`src/rtl/fpm_pkg.sv`:
```
// Shared constants, FSM state type and normalized-result record for the
// multiplier back end, plus the normalize function used by the CPA stage.
package fpm_pkg;

  localparam int PROD_W = 48;
  localparam int MANT_W = 24;

  typedef enum logic [1:0] {IDLE, ADD, NORM, HOLD} cpa_state_t;

  typedef struct packed {
    logic [MANT_W-1:0] mant;
    logic              g;
    logic              r;
    logic              s;
    logic              exp_inc;
  } fpm_norm_t;

  // A zero product takes the P[MSB]=0 path and yields an all-zero record.
  function automatic fpm_norm_t normalize(input logic [PROD_W-1:0] p);
    fpm_norm_t n;
    if (p[PROD_W-1]) begin
      n.mant    = p[PROD_W-1 -: MANT_W];
      n.g       = p[PROD_W-MANT_W-1];
      n.r       = p[PROD_W-MANT_W-2];
      n.s       = |p[PROD_W-MANT_W-3:0];
      n.exp_inc = 1'b1;
    end else begin
      n.mant    = p[PROD_W-2 -: MANT_W];
      n.g       = p[PROD_W-MANT_W-2];
      n.r       = p[PROD_W-MANT_W-3];
      n.s       = |p[PROD_W-MANT_W-4:0];
      n.exp_inc = 1'b0;
    end
    return n;
  endfunction

endpackage

```
`src/rtl/fpm_cpa_normalize_if.sv`:
```
// Operand and result handshake bundle between the Booth reduction tree,
// the CPA/normalize stage and the rounder.
interface fpm_cpa_normalize_if;
  import fpm_pkg::*;

  // Both sides use valid/ready: a transfer happens at a rising edge where
  // valid and ready are both 1; valid must not depend on ready, and the
  // producer holds data stable while valid is high and ready is low.
  logic                in_valid;
  logic                in_ready;
  logic [PROD_W-1:0]   sum_row;
  logic [PROD_W-2:0]   carry_row;
  logic                out_valid;
  logic                out_ready;
  logic [MANT_W-1:0]   mant_out;
  logic                guard_bit;
  logic                round_bit;
  logic                sticky_bit;
  logic                exp_inc;

  modport master (
    output in_valid, sum_row, carry_row, out_ready,
    input  in_ready, out_valid, mant_out, guard_bit, round_bit, sticky_bit, exp_inc
  );

  modport slave (
    input  in_valid, sum_row, carry_row, out_ready,
    output in_ready, out_valid, mant_out, guard_bit, round_bit, sticky_bit, exp_inc
  );

endinterface

```
`src/rtl/fpm_cpa_chunk.sv`:
```
// One slice of the chunked carry-propagate adder: CHUNK_W-bit add with
// carry in and carry out.
module fpm_cpa_chunk #(
  parameter int CHUNK_W = 12
) (
  input  logic [CHUNK_W-1:0] a,
  input  logic [CHUNK_W-1:0] b,
  input  logic               cin,
  output logic [CHUNK_W-1:0] sum,
  output logic               cout
);

  assign {cout, sum} = {1'b0, a} + {1'b0, b} + {{CHUNK_W{1'b0}}, cin};

endmodule

```
`src/rtl/fpm_cpa_normalize.sv`:
```
// Resolves the carry-save product rows with a single time-shared adder slice,
// then normalizes the 48-bit product to a 24-bit significand plus G/R/S.
module fpm_cpa_normalize
  import fpm_pkg::*;
#(
  parameter int CHUNK_W = 12
) (
  input  logic                 clk,
  input  logic                 n_rst,
  fpm_cpa_normalize_if.slave   bus,
  output cpa_state_t           dbg_state
);

  localparam int NCH   = PROD_W / CHUNK_W;
  localparam int IDX_W = (NCH > 1) ? $clog2(NCH) : 1;
  localparam logic [IDX_W-1:0] LAST_IDX = IDX_W'(NCH - 1);

  cpa_state_t          state_q, state_d;
  logic [PROD_W-1:0]   sum_q;
  logic [PROD_W-1:0]   addend_q;
  logic [PROD_W-1:0]   res_q;
  logic [IDX_W-1:0]    chunk_idx;
  logic                cin_q;
  fpm_norm_t           norm_q;

  logic [CHUNK_W-1:0]  a_slice;
  logic [CHUNK_W-1:0]  b_slice;
  logic [CHUNK_W-1:0]  s_slice;
  logic                s_cout;

  assign a_slice = sum_q[chunk_idx*CHUNK_W +: CHUNK_W];
  assign b_slice = addend_q[chunk_idx*CHUNK_W +: CHUNK_W];

  fpm_cpa_chunk #(.CHUNK_W(CHUNK_W)) u_chunk (
    .a    (a_slice),
    .b    (b_slice),
    .cin  (cin_q),
    .sum  (s_slice),
    .cout (s_cout)
  );

  always_ff @(posedge clk or negedge n_rst) begin
    if (!n_rst) state_q <= IDLE;
    else        state_q <= state_d;
  end

  always_comb begin
    state_d       = state_q;
    bus.in_ready  = 1'b0;
    bus.out_valid = 1'b0;
    case (state_q)
      IDLE: begin
        bus.in_ready = 1'b1;
        if (bus.in_valid) state_d = ADD;
      end
      ADD:  if (chunk_idx == LAST_IDX) state_d = NORM;
      NORM: state_d = HOLD;
      HOLD: begin
        bus.out_valid = 1'b1;
        if (bus.out_ready) state_d = IDLE;
      end
      default: state_d = IDLE;
    endcase
  end

  // The carry row is pre-shifted into its true weight at capture, so the
  // adder only ever sees two aligned PROD_W-bit operands.
  always_ff @(posedge clk or negedge n_rst) begin
    if (!n_rst) begin
      sum_q     <= '0;
      addend_q  <= '0;
      res_q     <= '0;
      chunk_idx <= '0;
      cin_q     <= 1'b0;
      norm_q    <= '0;
    end else begin
      case (state_q)
        IDLE: if (bus.in_valid) begin
          sum_q     <= bus.sum_row;
          addend_q  <= {bus.carry_row, 1'b0};
          chunk_idx <= '0;
          cin_q     <= 1'b0;
        end
        ADD: begin
          res_q[chunk_idx*CHUNK_W +: CHUNK_W] <= s_slice;
          cin_q     <= s_cout;
          chunk_idx <= chunk_idx + 1'b1;
        end
        NORM:    norm_q <= normalize(res_q);
        default: ;
      endcase
    end
  end

  assign bus.mant_out   = norm_q.mant;
  assign bus.guard_bit  = norm_q.g;
  assign bus.round_bit  = norm_q.r;
  assign bus.sticky_bit = norm_q.s;
  assign bus.exp_inc    = norm_q.exp_inc;
  assign dbg_state      = state_q;

endmodule
```
`src/flat_wrapper.sv`:
```
// flat-port wrapper written by rule: the top's interface ports become plain ports
module fpm_cpa_normalize_flat import fpm_pkg::*;
#(
  parameter int CHUNK_W = 12
)
  (clk, n_rst, dbg_state, bus_in_valid, bus_sum_row, bus_carry_row, bus_out_ready, bus_in_ready, bus_out_valid, bus_mant_out, bus_guard_bit, bus_round_bit, bus_sticky_bit, bus_exp_inc);
  fpm_cpa_normalize_if bus_i ();
  input  logic clk;
  input  logic n_rst;
  output cpa_state_t dbg_state;
  input wire logic [$bits(bus_i.in_valid)-1:0] bus_in_valid;
  input wire logic [$bits(bus_i.sum_row)-1:0] bus_sum_row;
  input wire logic [$bits(bus_i.carry_row)-1:0] bus_carry_row;
  input wire logic [$bits(bus_i.out_ready)-1:0] bus_out_ready;
  output wire logic [$bits(bus_i.in_ready)-1:0] bus_in_ready;
  output wire logic [$bits(bus_i.out_valid)-1:0] bus_out_valid;
  output wire logic [$bits(bus_i.mant_out)-1:0] bus_mant_out;
  output wire logic [$bits(bus_i.guard_bit)-1:0] bus_guard_bit;
  output wire logic [$bits(bus_i.round_bit)-1:0] bus_round_bit;
  output wire logic [$bits(bus_i.sticky_bit)-1:0] bus_sticky_bit;
  output wire logic [$bits(bus_i.exp_inc)-1:0] bus_exp_inc;
  assign bus_i.in_valid = bus_in_valid;
  assign bus_i.sum_row = bus_sum_row;
  assign bus_i.carry_row = bus_carry_row;
  assign bus_i.out_ready = bus_out_ready;
  assign bus_in_ready = bus_i.in_ready;
  assign bus_out_valid = bus_i.out_valid;
  assign bus_mant_out = bus_i.mant_out;
  assign bus_guard_bit = bus_i.guard_bit;
  assign bus_round_bit = bus_i.round_bit;
  assign bus_sticky_bit = bus_i.sticky_bit;
  assign bus_exp_inc = bus_i.exp_inc;
  fpm_cpa_normalize #(.CHUNK_W(CHUNK_W)) u_core (.clk(clk), .n_rst(n_rst), .bus(bus_i), .dbg_state(dbg_state));
endmodule
```
`config.mk`:
```
export PLATFORM = sky130hd
export DESIGN_NAME = fpm_cpa_normalize_flat
export DESIGN_NICKNAME = d
export VERILOG_FILES = /design/src/rtl/fpm_pkg.sv /design/src/rtl/fpm_cpa_normalize_if.sv /design/src/rtl/fpm_cpa_chunk.sv /design/src/rtl/fpm_cpa_normalize.sv /design/src/flat_wrapper.sv
export SDC_FILE = /design/constraint.sdc
export NUM_CORES = 1
export LEC_CHECK = 0
export CAP_MARGIN = 20
export CORE_MARGIN = 2
export CORE_UTILIZATION = 50
export DETAILED_ROUTE_END_ITERATION = 6
export GPL_TIMING_DRIVEN = 1
export PLACE_DENSITY = 0.71
export SYNTH_ARGS = -nofsm -noshare
export SYNTH_HDL_FRONTEND = slang
export SYNTH_SLANG_ARGS = --single-unit
```
`constraint.sdc`:
```
create_clock -name clk -period 11.2 [get_ports clk]
set_input_delay 2.24 -clock clk [delete_from_list [all_inputs] [get_ports clk]]
set_output_delay 2.24 -clock clk [all_outputs]
set_load 0.01 [all_outputs]
```
==> metrics.txt, run 1 <==
status=complete, no violations; Max stage delay on crit path=0.66 ns; startpoint types=flip-flop; Slew Viols, Final=0; # resized after CTS=0; fin cells=1010; Starting Density=0.507; Overall Global Routing Usage=0.214; die area=17800 sq um; Die Height=133 um; Synth Register Bits=176; YS warnings=0; nets@finish=900; Reg clk slew, reported paths=0.06 ns; Synthesized Nets=780; leading area contributor after synthesis=dfrtp_1; max_cap viols=0; RSZ-0062 raised after global routing=false; Worst EP arrival=4.41 ns; final core occ=0.639; top cells by area, synth=dfrtp_1 53%, mux2_2 13%, mux4_2 6.2%; setup violators final=0; Net Sw Power=1.53 mW; clock root buffer=clkbuf_16; CTS tree=built; H-tree Lvls=4; minimum clock period=4.11 ns; combinational share of power=0.534; pre-CTS WS=6.95 ns; Power Internal=2.21 mW; Hold Path Stages=2; Worst Hold Margin=0.484 ns; initial antenna violation count=0; io pins=131; Crit path max-delay family=compound AO/OA/AOI/OAI gates; Power Total=3.74 mW; worst min path class=flip-flop to flip-flop; Max rail drop VDD=0.000219 V; RePlAce Congestion=0.954; commonest non-fill, non-tap cell in the layout=dfrtp_1; Clk pwr share=0.171; Inst Count DP=977; maximum number of pins on one net before global-route repair=96; CP required=11.50 ns; clk_skew=0.00621 ns; FMAX=243 MHz; cts bufs inserted=17; post-synthesis sequential area ratio=0.527; drt first pass iters=5; crit path kind=flip-flop to flip-flop; GRT overflow=0; cell at the slowest stage of the critical path=dfrtp_2; Mapped Cells=658; ys flop type=dfrtp_1; slew margin rel.=0.272; clock insertion delay at the later pin of the skew report=0.43 ns; buffer levels on the longest clock path=2; ANT cells=0; Sequential Power Share=0.295; Buf/Inv on CP=1; most frequent cells in the layout=175 x dfrtp_1, 129 x clkdlybuf4s50_1, 98 x mux2_2; Design Area, Final=10500 sq um; hpwl dp=13.0 mm; Avg WL per Cell=18.0 um; number of clock sinks=176; Syn Area/Cell=12.7 sq um; worst setup margin=7.09 ns; Switching Share=0.409; first-pass GRT wire length=29.9 mm; share of layout cells above drive strength 1=0.220; Pleak=4.41 nW; Post-route DRC=0; Worst-Margin Slew=1.08 ns; Setup Total Neg Slack=0 ns; CORE AREA=16500 sq um; Crit Path Max Fanout=39; CP Cell Sequence=buf_4 -> mux2i_1 -> o21ai_0 -> fa_1 -> fa_1 -> a21o_1 -> a221oi_2 -> o21bai_1 -> a21oi_2 -> xor2_2 -> o21ai_0; hold violation count in the final report=0; Synth async-reset ratio=1.00; Initial DRC Count=417; Via density=5.64; Worst Setup End Kind=flip-flop; Synth cell types=60; port bufs=130; PwrDens=355 nW/um^2; vias in the first global route=5939; Post-synth EDFFs=0; Mapped Area=8350 sq um; fin crit share=0.367; area share of the largest cell type after synthesis=0.527; Reg2Reg Depth=11; Std-Cell Rows=47; die span in x=133 um; Levels on crit path=11; DR vias=5694; Synth-to-Final Area Change=25.9%; ANT nets after route=0; routed wire length=18.2 mm; setup bufs post-CTS=0; Hold Buf Count CTS=0; post-placement cell area=9830 sq um
logic make-up after synthesis:
kind of cell,after synthesis,share of synthesized area
AOI/OAI and AO/OA,125,0.102
xor gates and xnor gates,10,0.0123
adders and majority gates,23,0.0362
buffers and inverters,48,0.0237
DFF,176,0.527
muxes,149,0.228
and+or+nand+nor,127,0.0705
cell usage after synthesis (3+ instances only):
| cell type | count |
|---|---|
| dfrtp_1 | 176 |
| mux2_2 | 98 |
| nand2_1 | 45 |
| nor2_1 | 41 |
| a21oi_1 | 37 |
| mux2i_1 | 28 |
| o21ai_0 | 27 |
| mux4_2 | 23 |
| ha_1 | 21 |
| clkbuf_1 | 18 |
| buf_2 | 14 |
| a22o_1 | 12 |
| inv_1 | 11 |
| nand3_1 | 9 |
| o31ai_1 | 9 |
| nor4_1 | 7 |
| a21o_1 | 6 |
| xnor2_1 | 6 |
| buf_1 | 5 |
| nand2b_1 | 5 |
| a22oi_1 | 4 |
| a221o_1 | 3 |
| a32oi_1 | 3 |
| and3_1 | 3 |
routing by layer:
| metal | routed length (um) | global-route usage |
|---|---|---|
| met4 | 403 | 0.0792 |
| met2 | 8700 | 0.344 |
| met1 | 8000 | 0.287 |
| met5 | 0 | 0 |
| met3 | 1080 | 0.0506 |
registers in the layout (all words and copies together), names as in the netlist:
| name | count |
|---|---|
| u_core.bus.exp_inc | 1 |
| u_core.bus.sticky_bit | 1 |
| u_core.sum_q | 48 |
| u_core.bus.mant_out | 24 |
| u_core.addend_q | 47 |
| u_core.dbg_state | 2 |
| u_core.bus.round_bit | 1 |
| u_core.chunk_idx | 2 |
| u_core.bus.guard_bit | 1 |
| u_core.cin_q | 1 |
| u_core.res_q | 48 |
path summary, 6_finish.rpt:
check                                                 from                               to  slack (ns)
min                            u_core.res_q[1]$_DFFE_PN0P_      u_core.res_q[1]$_DFFE_PN0P_        0.48
max                        u_core.chunk_idx[0]$_DFFE_PN0P_     u_core.res_q[36]$_DFFE_PN0P_        7.09
max in group asynchronous                            n_rst     u_core.sum_q[42]$_DFFE_PN0P_        8.17
min reg2reg                    u_core.res_q[1]$_DFFE_PN0P_      u_core.res_q[1]$_DFFE_PN0P_        0.48
max reg2reg                u_core.chunk_idx[0]$_DFFE_PN0P_     u_core.res_q[36]$_DFFE_PN0P_        7.09
min in group asynchronous                            n_rst  u_core.dbg_state[0]$_DFFE_PN0P_        1.86
final cells by class:
type	count	area, sq um
Fill cell	1226	5950
Sequential cell	176	4410
Multi-Input combinational cell	434	3760
Timing Repair Buffer	138	1400
Clock buffer	21	450
Tap cell	220	275
Clock inverter	10	185
Inverter	11	41.3
power by group through the flow:
stage / clock network [mW] / registers [mW] / logic [mW]
global placement: 0 / 1.09 / 1.93
global route: 0.679 / 1.14 / 2.14
CTS: 0.649 / 1.10 / 1.98
floorplan: 0 / 1.07 / 1.37
finish: 0.640 / 1.10 / 1.99
detailed placement: 0 / 1.11 / 1.97
worst min-delay path, stage by stage, from the launching register on:
cell and delay (ns):
dfrtp_1 0.35, nand2_1 0.05, o21ai_0 0.06
Note: power is estimated with default switching activity, not from simulation.
==> run 2: changes to the inputs <==
- clock period: 11.2 -> 3.91 ns (I/O delays scaled with it)
==> metrics.txt, run 2 (synthesized netlist as in run 1, its figures left out) <==
status=complete, no violations; FMAX=285 MHz; first-pass GRT wire length=32.3 mm; port bufs=130; most used cell, CP=fa_1; slew margin rel.=0.372; drt first pass iters=5; CTS tree=built; pre-CTS WS=0.377 ns; GRT overflow=0; Crit path max-delay family=compound AO/OA/AOI/OAI gates; final core occ=0.639; ANT nets after route=0; PwrDens=1030 nW/um^2; Worst-Margin Slew=0.942 ns; Power Total=10.8 mW; worst setup margin=0.402 ns; Pleak=4.42 nW; hold violation count in the final report=0; # resized after CTS=0; Worst Hold Margin=0.375 ns; CP Cell Sequence=mux4_2 -> fa_1 -> fa_1 -> a21o_1 -> a221oi_2 -> o221ai_2 -> xor2_2 -> a221o_1; number of clock sinks=176; worst min path class=input port to async pin; Synth-to-Final Area Change=26.0%; crit path kind=flip-flop to flip-flop; setup bufs post-CTS=0; die area=17800 sq um; fin crit share=0.897; RePlAce Congestion=0.912; commonest non-fill, non-tap cell in the layout=dfrtp_1; Avg WL per Cell=19.3 um; routed wire length=19.7 mm; clock insertion delay at the later pin of the skew report=0.43 ns; Hold Buf Count CTS=0; H-tree Lvls=4; Overall Global Routing Usage=0.235; Post-route DRC=0; io pins=131; hpwl dp=14.5 mm; CP required=4.22 ns; Inst Count DP=989; ANT cells=0; Slew Viols, Final=0; Max rail drop VDD=0.000717 V; share of layout cells above drive strength 1=0.233; nets@finish=910; maximum number of pins on one net before global-route repair=83; Die Height=133 um; fin cells=1021; Largest regs=u_core.res_q: 48 flops, u_core.sum_q: 48 flops, u_core.addend_q: 47 flops; clock root buffer=clkbuf_16; Std-Cell Rows=47; Setup Total Neg Slack=0 ns; minimum clock period=3.51 ns; most frequent cells in the layout=175 x dfrtp_1, 129 x clkdlybuf4s50_1, 98 x mux2_2; Design Area, Final=10500 sq um; Initial DRC Count=379; Reg clk slew, reported paths=0.07 ns; vias in the first global route=6078; max_cap viols=0; Worst EP arrival=3.82 ns; DR vias=5842; cell at the slowest stage of the critical path=mux4_2; RSZ-0062 raised after global routing=false; Max stage delay on crit path=0.56 ns; Crit Path Max Fanout=10; Via density=5.72; Buf/Inv on CP=0; Starting Density=0.507; setup violators final=0; initial antenna violation count=0; buffer levels on the longest clock path=2; Worst Setup End Kind=flip-flop; startpoint types=flip-flop; clk_skew=0.0106 ns; CORE AREA=16500 sq um; die span in x=133 um; cts bufs inserted=17; post-placement cell area=9940 sq um
==> run 2: cell count changes in the layout (fill, tap and decap cells not counted) <==
cell        before  now
buf_12           0    2
buf_16           2    0
buf_4            6   16
bufinv_16        5    2
clkbuf_1         3    1
clkbuf_8         1    0
clkinv_2         2    3
clkinv_4         2    1
clkinvlp_4       1    2
inv_6            0    6
==> run 2: worst register-to-register path: stages, from the launching register on <==
cell	delay [ns]
dfrtp_2	0.53
mux4_2	0.57
fa_1	0.43
fa_1	0.42
a21o_1	0.22
a221oi_2	0.42
o221ai_2	0.21
xor2_2	0.24
a221o_1	0.36
==> run 2: cell type report <==
cell class                      count  area [sq um]
Multi-Input combinational cell    434          3760
Timing Repair Buffer              148          1460
Inverter                           11          41.3
Tap cell                          220           275
Sequential cell                   176          4410
Fill cell                        1252          5940
Clock buffer                       18           429
Clock inverter                     14           151
==> run 2: path summary, 6_finish.rpt <==
path	startpoint	endpoint	slack, ns	cells past startpoint
setup / recovery	u_core.chunk_idx[0]$_DFFE_PN0P_	u_core.res_q[38]$_DFFE_PN0P_	0.40	8
hold / removal	n_rst	u_core.bus.mant_out[7]$_DFFE_PN0P_	0.37	1
min in group clk	u_core.res_q[7]$_DFFE_PN0P_	u_core.res_q[7]$_DFFE_PN0P_	0.48	2
setup reg to reg	u_core.chunk_idx[0]$_DFFE_PN0P_	u_core.res_q[38]$_DFFE_PN0P_	0.40	8
hold reg to reg	u_core.res_q[7]$_DFFE_PN0P_	u_core.res_q[7]$_DFFE_PN0P_	0.48	2
max in group asynchronous	n_rst	u_core.addend_q[13]$_DFFE_PN0P_	2.67	2
==> run 2: layer usage <==
metal | vias to the layer above | GRT usage | wire, um
met2 | 216 | 0.385 | 9700
met3 | 43 | 0.0457 | 973
met1 | 2911 | 0.316 | 8500
li1 | 2672 | - | -
met5 | - | 0 | 0
met4 | 0 | 0.0822 | 544
==> run 2: power breakdown <==
| group | switching [mW] | internal, mW |
|---|---|---|
| combinational | 3.28 | 2.67 |
| clock | 0.734 | 0.951 |
| sequential | 0.520 | 2.66 |
| total | 4.53 | 6.28 |
